**src/rtl/adventure_room_ctrl.sv**
```systemverilog
// adventure_room_ctrl: room-navigation controller with move handshake,
// sword-found strobe, timed dragon encounter and move budget.
`default_nettype none

module adventure_room_ctrl #(
  parameter int MAX_MOVES  = 32,
  parameter int CNT_W      = 8,
  parameter int DRAGON_DLY = 4
) (
  input  logic             clk,
  input  logic             reset,
  input  logic             move_valid,
  input  logic [1:0]       move_dir,
  output logic             move_ready,
  input  logic             has_sword,
  output logic             sw,
  output logic [2:0]       room,
  output logic             illegal,
  output logic [CNT_W-1:0] move_count,
  output logic             win,
  output logic             dead
);

  localparam int TMR_W = (DRAGON_DLY > 1) ? $clog2(DRAGON_DLY) : 1;
  localparam logic [CNT_W-1:0] MAX_CNT  = CNT_W'(MAX_MOVES);
  localparam logic [TMR_W-1:0] TMR_LAST = TMR_W'(DRAGON_DLY - 1);

  localparam logic [1:0] DIR_N = 2'b00;
  localparam logic [1:0] DIR_S = 2'b01;
  localparam logic [1:0] DIR_E = 2'b10;
  localparam logic [1:0] DIR_W = 2'b11;

  typedef enum logic [2:0] {
    CAVE   = 3'd0,
    TUNNEL = 3'd1,
    RIVER  = 3'd2,
    STASH  = 3'd3,
    DRAGON = 3'd4,
    VAULT  = 3'd5,
    GRAVE  = 3'd6
  } room_t;

  room_t            room_q;
  room_t            exit_room;
  logic             exit_ok;
  logic             roaming;
  logic             accept;
  logic [TMR_W-1:0] timer;

  assign roaming    = (room_q == CAVE) || (room_q == TUNNEL) ||
                      (room_q == RIVER) || (room_q == STASH);
  assign move_ready = roaming && (move_count != MAX_CNT);
  assign accept     = move_valid && move_ready;

  assign room = room_q;
  assign win  = (room_q == VAULT);
  assign dead = (room_q == GRAVE);

  // Room map: the destination for the requested direction, if an exit exists.
  always_comb begin
    exit_room = room_q;
    exit_ok   = 1'b0;
    case (room_q)
      CAVE: begin
        if (move_dir == DIR_E) begin exit_room = TUNNEL; exit_ok = 1'b1; end
      end
      TUNNEL: begin
        if (move_dir == DIR_W) begin exit_room = CAVE;  exit_ok = 1'b1; end
        if (move_dir == DIR_S) begin exit_room = RIVER; exit_ok = 1'b1; end
      end
      RIVER: begin
        if (move_dir == DIR_N) begin exit_room = TUNNEL; exit_ok = 1'b1; end
        if (move_dir == DIR_W) begin exit_room = STASH;  exit_ok = 1'b1; end
        if (move_dir == DIR_E) begin exit_room = DRAGON; exit_ok = 1'b1; end
      end
      STASH: begin
        if (move_dir == DIR_E) begin exit_room = RIVER; exit_ok = 1'b1; end
      end
      default: begin
        exit_room = room_q;
        exit_ok   = 1'b0;
      end
    endcase
  end

  always_ff @(posedge clk) begin
    if (reset) begin
      room_q     <= CAVE;
      move_count <= '0;
      timer      <= '0;
      sw         <= 1'b0;
      illegal    <= 1'b0;
    end else begin
      sw      <= 1'b0;
      illegal <= 1'b0;
      case (room_q)
        CAVE, TUNNEL, RIVER, STASH: begin
          if (accept) begin
            move_count <= move_count + 1'b1;
            if (exit_ok) begin
              room_q <= exit_room;
              sw     <= (exit_room == STASH);
              timer  <= '0;
            end else begin
              illegal <= 1'b1;
            end
          end else if (move_count == MAX_CNT) begin
            room_q <= GRAVE;
          end
        end
        // The move budget is not checked here, so a last-slot entry still fights.
        DRAGON: begin
          if (timer == TMR_LAST) begin
            room_q <= has_sword ? VAULT : GRAVE;
          end else begin
            timer <= timer + 1'b1;
          end
        end
        VAULT, GRAVE: begin
          room_q <= room_q;
        end
        default: begin
          room_q <= CAVE;
        end
      endcase
    end
  end

endmodule

`default_nettype wire
```
**config.mk**
```make
export PLATFORM = sky130hd
export DESIGN_NAME = adventure_room_ctrl
export DESIGN_NICKNAME = d
export VERILOG_FILES = /design/src/rtl/adventure_room_ctrl.sv
export SDC_FILE = /design/constraint.sdc
export NUM_CORES = 1
export LEC_CHECK = 0
export BUFFER_PORTS_ARGS = -buffer_cell sky130_fd_sc_hd__buf_2
export CAP_MARGIN = 20
export CORE_MARGIN = 5
export CORE_UTILIZATION = 45
export CTS_CLUSTER_DIAMETER = 120
export DETAILED_ROUTE_END_ITERATION = 10
export GPL_TIMING_DRIVEN = 0
export PLACE_DENSITY = 0.75
export SETUP_SLACK_MARGIN = 0.4
export SYNTH_ARGS = -nofsm -noshare
export SYNTH_HDL_FRONTEND = slang
export SYNTH_SLANG_ARGS = --single-unit
```
**constraint.sdc**
```tcl
create_clock -name clk -period 2 [get_ports clk]
set_clock_uncertainty 0.05 [all_clocks]
set_input_delay 0.4 -clock clk [delete_from_list [all_inputs] [get_ports clk]]
set_output_delay 0.4 -clock clk [all_outputs]
set_load 0.1 [all_outputs]
```
# Word level (Yosys, flattened, before mapping)
# Index checks and enable logic that the tools add are counted.
# W data, S select, Z words.
dict set report totals {
  regBits 15
  input_bits 6
  out_inout_bits 16
  elab_cells 72
}
dict set report classes {
  n_addsub 2
  n_eq_ne 19
  mux 26
  bitwise 4
  n_reduce_logical 16
}
# operator count
set ops {}
lappend ops {{$mux W3} 11}
lappend ops {{$pmux W3 S4} 1}
lappend ops {{$eq A3 B2 Y1 const B} 3}
lappend ops {{$eq A3 B3 Y1 const B} 3}
lappend ops {{$pmux W3 S3} 1}
lappend ops {{$add A8 B1 Y8 const B} 1}
lappend ops {{$eq A8 B6 Y1 const B} 1}
lappend ops {{$mux W2} 4}
lappend ops {{$ne A2 B2 Y1 const B} 4}
lappend ops {{$ne A8 B6 Y1 const B} 1}
lappend ops {{$reduce_and A4 Y1} 2}
lappend ops {{$reduce_or A4 Y1} 2}
lappend ops {{$mux W1} 7}
lappend ops {{$eq A2 B2 Y1 const B} 3}
lappend ops {{$ne A3 B3 Y1 const B} 2}
lappend ops {{$not A1 Y1} 4}
lappend ops {{$pmux W2 S2} 1}
lappend ops {{$reduce_or A2 Y1} 2}
lappend ops {{$eq A3 B1 Y1 const B} 1}
lappend ops {{$logic_not A3 Y1} 1}
lappend ops {{$logic_or A1 B1 Y1} 3}
lappend ops {{$pmux W1 S3} 1}
lappend ops {{$reduce_or A3 Y1} 1}
lappend ops {{$add A2 B1 Y2 const B} 1}
lappend ops {{5 further kinds} 6}

# Longest topological paths before layout
dict set report depth {
  word_depth 8
  mapped_depth 7
  ltp_nobuf 7
}

# Worst setup path after synthesis
# Ideal clock, no wire load.
dict set report synth_path {
  kind {reg-to-output}
  from {register room_q[2] (netlist: room[2])}
  to {output dead}
  arrival_ns 3.474
  t_required_ns 1.550
  setup_slack_ns -1.924
  path_stages_with_launch 3
  n_path_buf 0
  cell_sequence {dfxtp_1 inv_1 nor3_1}
}
dict set report synth_between {
  elab_chain_cells 1
}
# item line_no
set synth_rtl {}
lappend synth_rtl {{start: declaration} 43} ;# room_t room_q;
lappend synth_rtl {{start signal: assignment} 101} ;# room_q <= exit_room;
lappend synth_rtl {{start signal: assignment} 114} ;# room_q <= has_sword ? VAULT : GRAVE;
lappend synth_rtl {{start signal: assignment} 120} ;# room_q <= room_q;
lappend synth_rtl {{$eq A3 B3 Y1} 57} ;# assign dead = (room_q == GRAVE);
lappend synth_rtl {{end: declaration} 21} ;# output logic dead
# Every way passes these cells.

# Worst setup path after layout
dict set report layout_path {
  from {register move_count[1]}
  to {output move_ready}
}
dict set report layout_between {
  elab_chain_cells 2
}
# item line_no
set layout_rtl {}
lappend layout_rtl {{start: declaration} 19} ;# output logic [CNT_W-1:0] move_count,
lappend layout_rtl {{start signal: assignment} 99} ;# move_count <= move_count + 1'b1;
lappend layout_rtl {{$ne A8 B6 Y1} 52} ;# assign move_ready = roaming && (move_count != MAX_CNT);
lappend layout_rtl {{$logic_and A1 B1 Y1} 52}
lappend layout_rtl {{end: declaration} 14} ;# output logic move_ready,
# Every way passes these cells.

==> metrics.csv <==
stage,metric,value,unit
yosys,syn_inst,107,
setup_path,r2r_start,move_count[1],
global_routing,grt.overflow.total,0,
cts,clock_latency,0.29,ns
yosys,synth.top_cells.by_area,"dfxtp_1, nor2_1, xor2_1, ha_1, nand2_1",
yosys,ys_seq_area_frac,0.331,
setup_path,start_kind,register,
sta,grt_setup_unrepaired,true,
hold_path,hp-start,move_dir[1],
sta,min_period,1.92,ns
yosys,synth_top_area_frac,0.331,
yosys,synth_top_area_cell,dfxtp_1,
power,total_power,1.83,mW
run,drv_cap,0,
die,dieHeight,54.9,µm
yosys,avgSynthCellArea,8.48,µm²
hold_path,hold_path_depth,3,
die,initial_core_util,0.467,
setup_path,path_max_fanout,2,
final_layout,drive_gt1_frac,0.507,
yosys,synthTopCellsByCount,"dfxtp_1, nor2_1, nand2_1",
hold_path,min_to,sw,
yosys,synth_cell_type_count,39,
sta,totalNegativeSetupSlack,0,ns
cts,cts_tree,yes,
cts,cts_made_buffers,3,
hold_path,min_path_type,primary input to register,
placed_design,hpwl,1490,µm
global_routing,grt_pass1_wl,3730,µm
sta,slew_viol_final,0,
route,drt-initial-drc-count,11,
status,status,"finished, final reports clean",
cts,ctsLongestPathBuffers,2,
die,fp.coreArea,0.00194,mm²
die,fp-row-count,16,
final_layout,final_cells,173,
cts,cts_sinks,15,
global_routing,grt_antenna_before_repair,0,
final_layout,finalNetCount,156,
yosys,yosysWarnings,0,
setup_path,worstSetupPathType,register to output pin,
cts,clk_transition_reported_paths,0.09,ns
power,p_per_area,1350,mW/mm²
die,io_pins,22,
setup_path,startpoint,move_count[1],
setup_path,critPathRequiredTime,1.55,ns
yosys,synth_seq_cells,15,
route,vias,910,
cts,ctsHoldBuffers,0,
route,wirelength,2200,µm
route,viasPerCell,5.26,
power,p_leak,0.589,nW
route,antenna_left,0,
placed_design,port_buffers,20,
placed_design,placed_cells,154,
sta,fmax,520,MHz
final_layout,area_growth,48.7,%
setup_path,rr_endpoint,move_count[1],
setup_path,arrival,1.47,ns
yosys,async_flop_share,0,
yosys,synth_edf_count,0,
placed_design,globalplace.congestion,0.856,
sta,setup_viol,0,
global_routing,grt_pass1_vias,853,
route,dr.pass1.iters,4,
sta,post-route-period-util,0.962,
yosys,synth_nets,116,
setup_path,regToRegSetupSlack,0.34,ns
yosys,synth_ff_type,dfxtp_1,
power,ir_worst_vdd,0.869,mV
cts,root_buffer,clkbuf_4,
cts,htree_levels,1,
die,die_x,54.9,µm
sta,relSlewSlack,0.678,
final_layout,antenna_cells,0,
setup_path,crit_path_end_kind,output pin,
global_routing,grt_max_degree,11,
setup_path,r2r_cells,9,
die,dieArea,0.00301,mm²
sta,tightestPinTransition,0.484,ns
yosys,synth.most_common_cell,dfxtp_1,
route,wl_per_cell,12.7,µm
yosys,synth_area,907,µm²
route,drc_errors,0,
global_routing,track_usage,0.173,
final_layout,n_fill_cell,158,
sta,finalHoldViolCount,0,
## kinds of logic (layout without fill, tap and decap cells)
family                     Yosys count  after routing  synth area share
and+or+nand+nor                     41             41             0.241
DFF                                 15             15             0.331
buffers and inverters               14             53            0.0676
xor gates and xnor gates             7              7            0.0676
adders and majority gates            3              3            0.0414
AOI/OAI and AO/OA                   27             27             0.251
## timing repair
item | CTS | global route
gates resized for setup | 25 | 8
pin swaps | 6 | 3
setup buffers | 10 | 5
cloned | 0 | 0
setup endpoints to repair | 5 | 13
endpoints found under the hold margin | 0 | 0
## cell type report
type / count / area, µm² / share of cell area
multi-input combinational: 78 / 588 / 0.436
sequential: 15 / 329 / 0.244
timing repair buffer: 35 / 280 / 0.208
inverter: 10 / 57.6 / 0.0427
buffer: 4 / 33.8 / 0.0250
tap: 27 / 33.8 / 0.0250
clock buffer: 4 / 26.3 / 0.0195
## routing by layer
layer,GRT usage,up-vias,part of all wire
met5,0,-,0
met4,0.0729,0,0.015
met3,0.0536,6,0.060
met2,0.276,27,0.50
met1,0.215,422,0.43
li1,-,455,-
## state kept, by name, summed over array words and instances (netlist names)
name        cells
sw              1
move_count      8
timer           2
room            3
illegal         1
## metrics by stage
stage	setup WS, ns	instance area (µm²)	utilization	hold slack [ns]
6_report	0.0757	1350	0.695	0.349
2_1_floorplan	-0.0689	967	-	0.463
4_1_cts	0.0213	1290	0.666	0.341
3_3_place_gp	0.0233	1100	0.567	0.439
5_1_grt	0.0183	1350	0.695	0.337
3_5_place_dp	-0.00567	1100	0.567	0.449
## how the worst max path moves through the flow
stage,end,slack (ns),depth (start not counted)
2_1_floorplan,dead,-0.07,2
3_3_place_gp,move_ready,0.02,7
3_5_place_dp,move_ready,-0.006,7
4_1_cts,move_ready,0.02,7
5_1_grt,move_ready,0.02,7
6_report,move_ready,0.08,7
## power breakdown
group          internal (mW)  leakage (nW)  switching (mW)
clock network         0.0776        0.0150          0.0967
logic                  0.433         0.445           0.815
registers              0.367         0.129          0.0352
total                  0.878         0.589           0.947
## critical path: stages, from the launching register on
cell        delay (ns)
dfxtp_4           0.36
inv_4             0.06
ha_4              0.11
and4bb_2          0.24
nand2_2           0.08
nand2_4           0.08
clkinvlp_4        0.09
buf_12            0.17
## placed cells by master, fill, tap and decap left out, types with 3 or more instances in the layout
| cell | count |
|---|---|
| dfxtp_1 | 4 |
| buf_12 | 3 |
| buf_2 | 11 |
| dfxtp_2 | 5 |
| clkbuf_4 | 8 |
| dfxtp_4 | 6 |
| buf_4 | 14 |
| a21oi_1 | 5 |
| buf_6 | 3 |
| nor3_4 | 3 |
| a211oi_1 | 3 |
| inv_1 | 4 |
| nor2_1 | 14 |
| o21ai_0 | 3 |
| clkbuf_1 | 3 |
| nand3_1 | 5 |
| xor2_1 | 5 |
| nand2_1 | 9 |
Power figures use the tool's default switching activity.
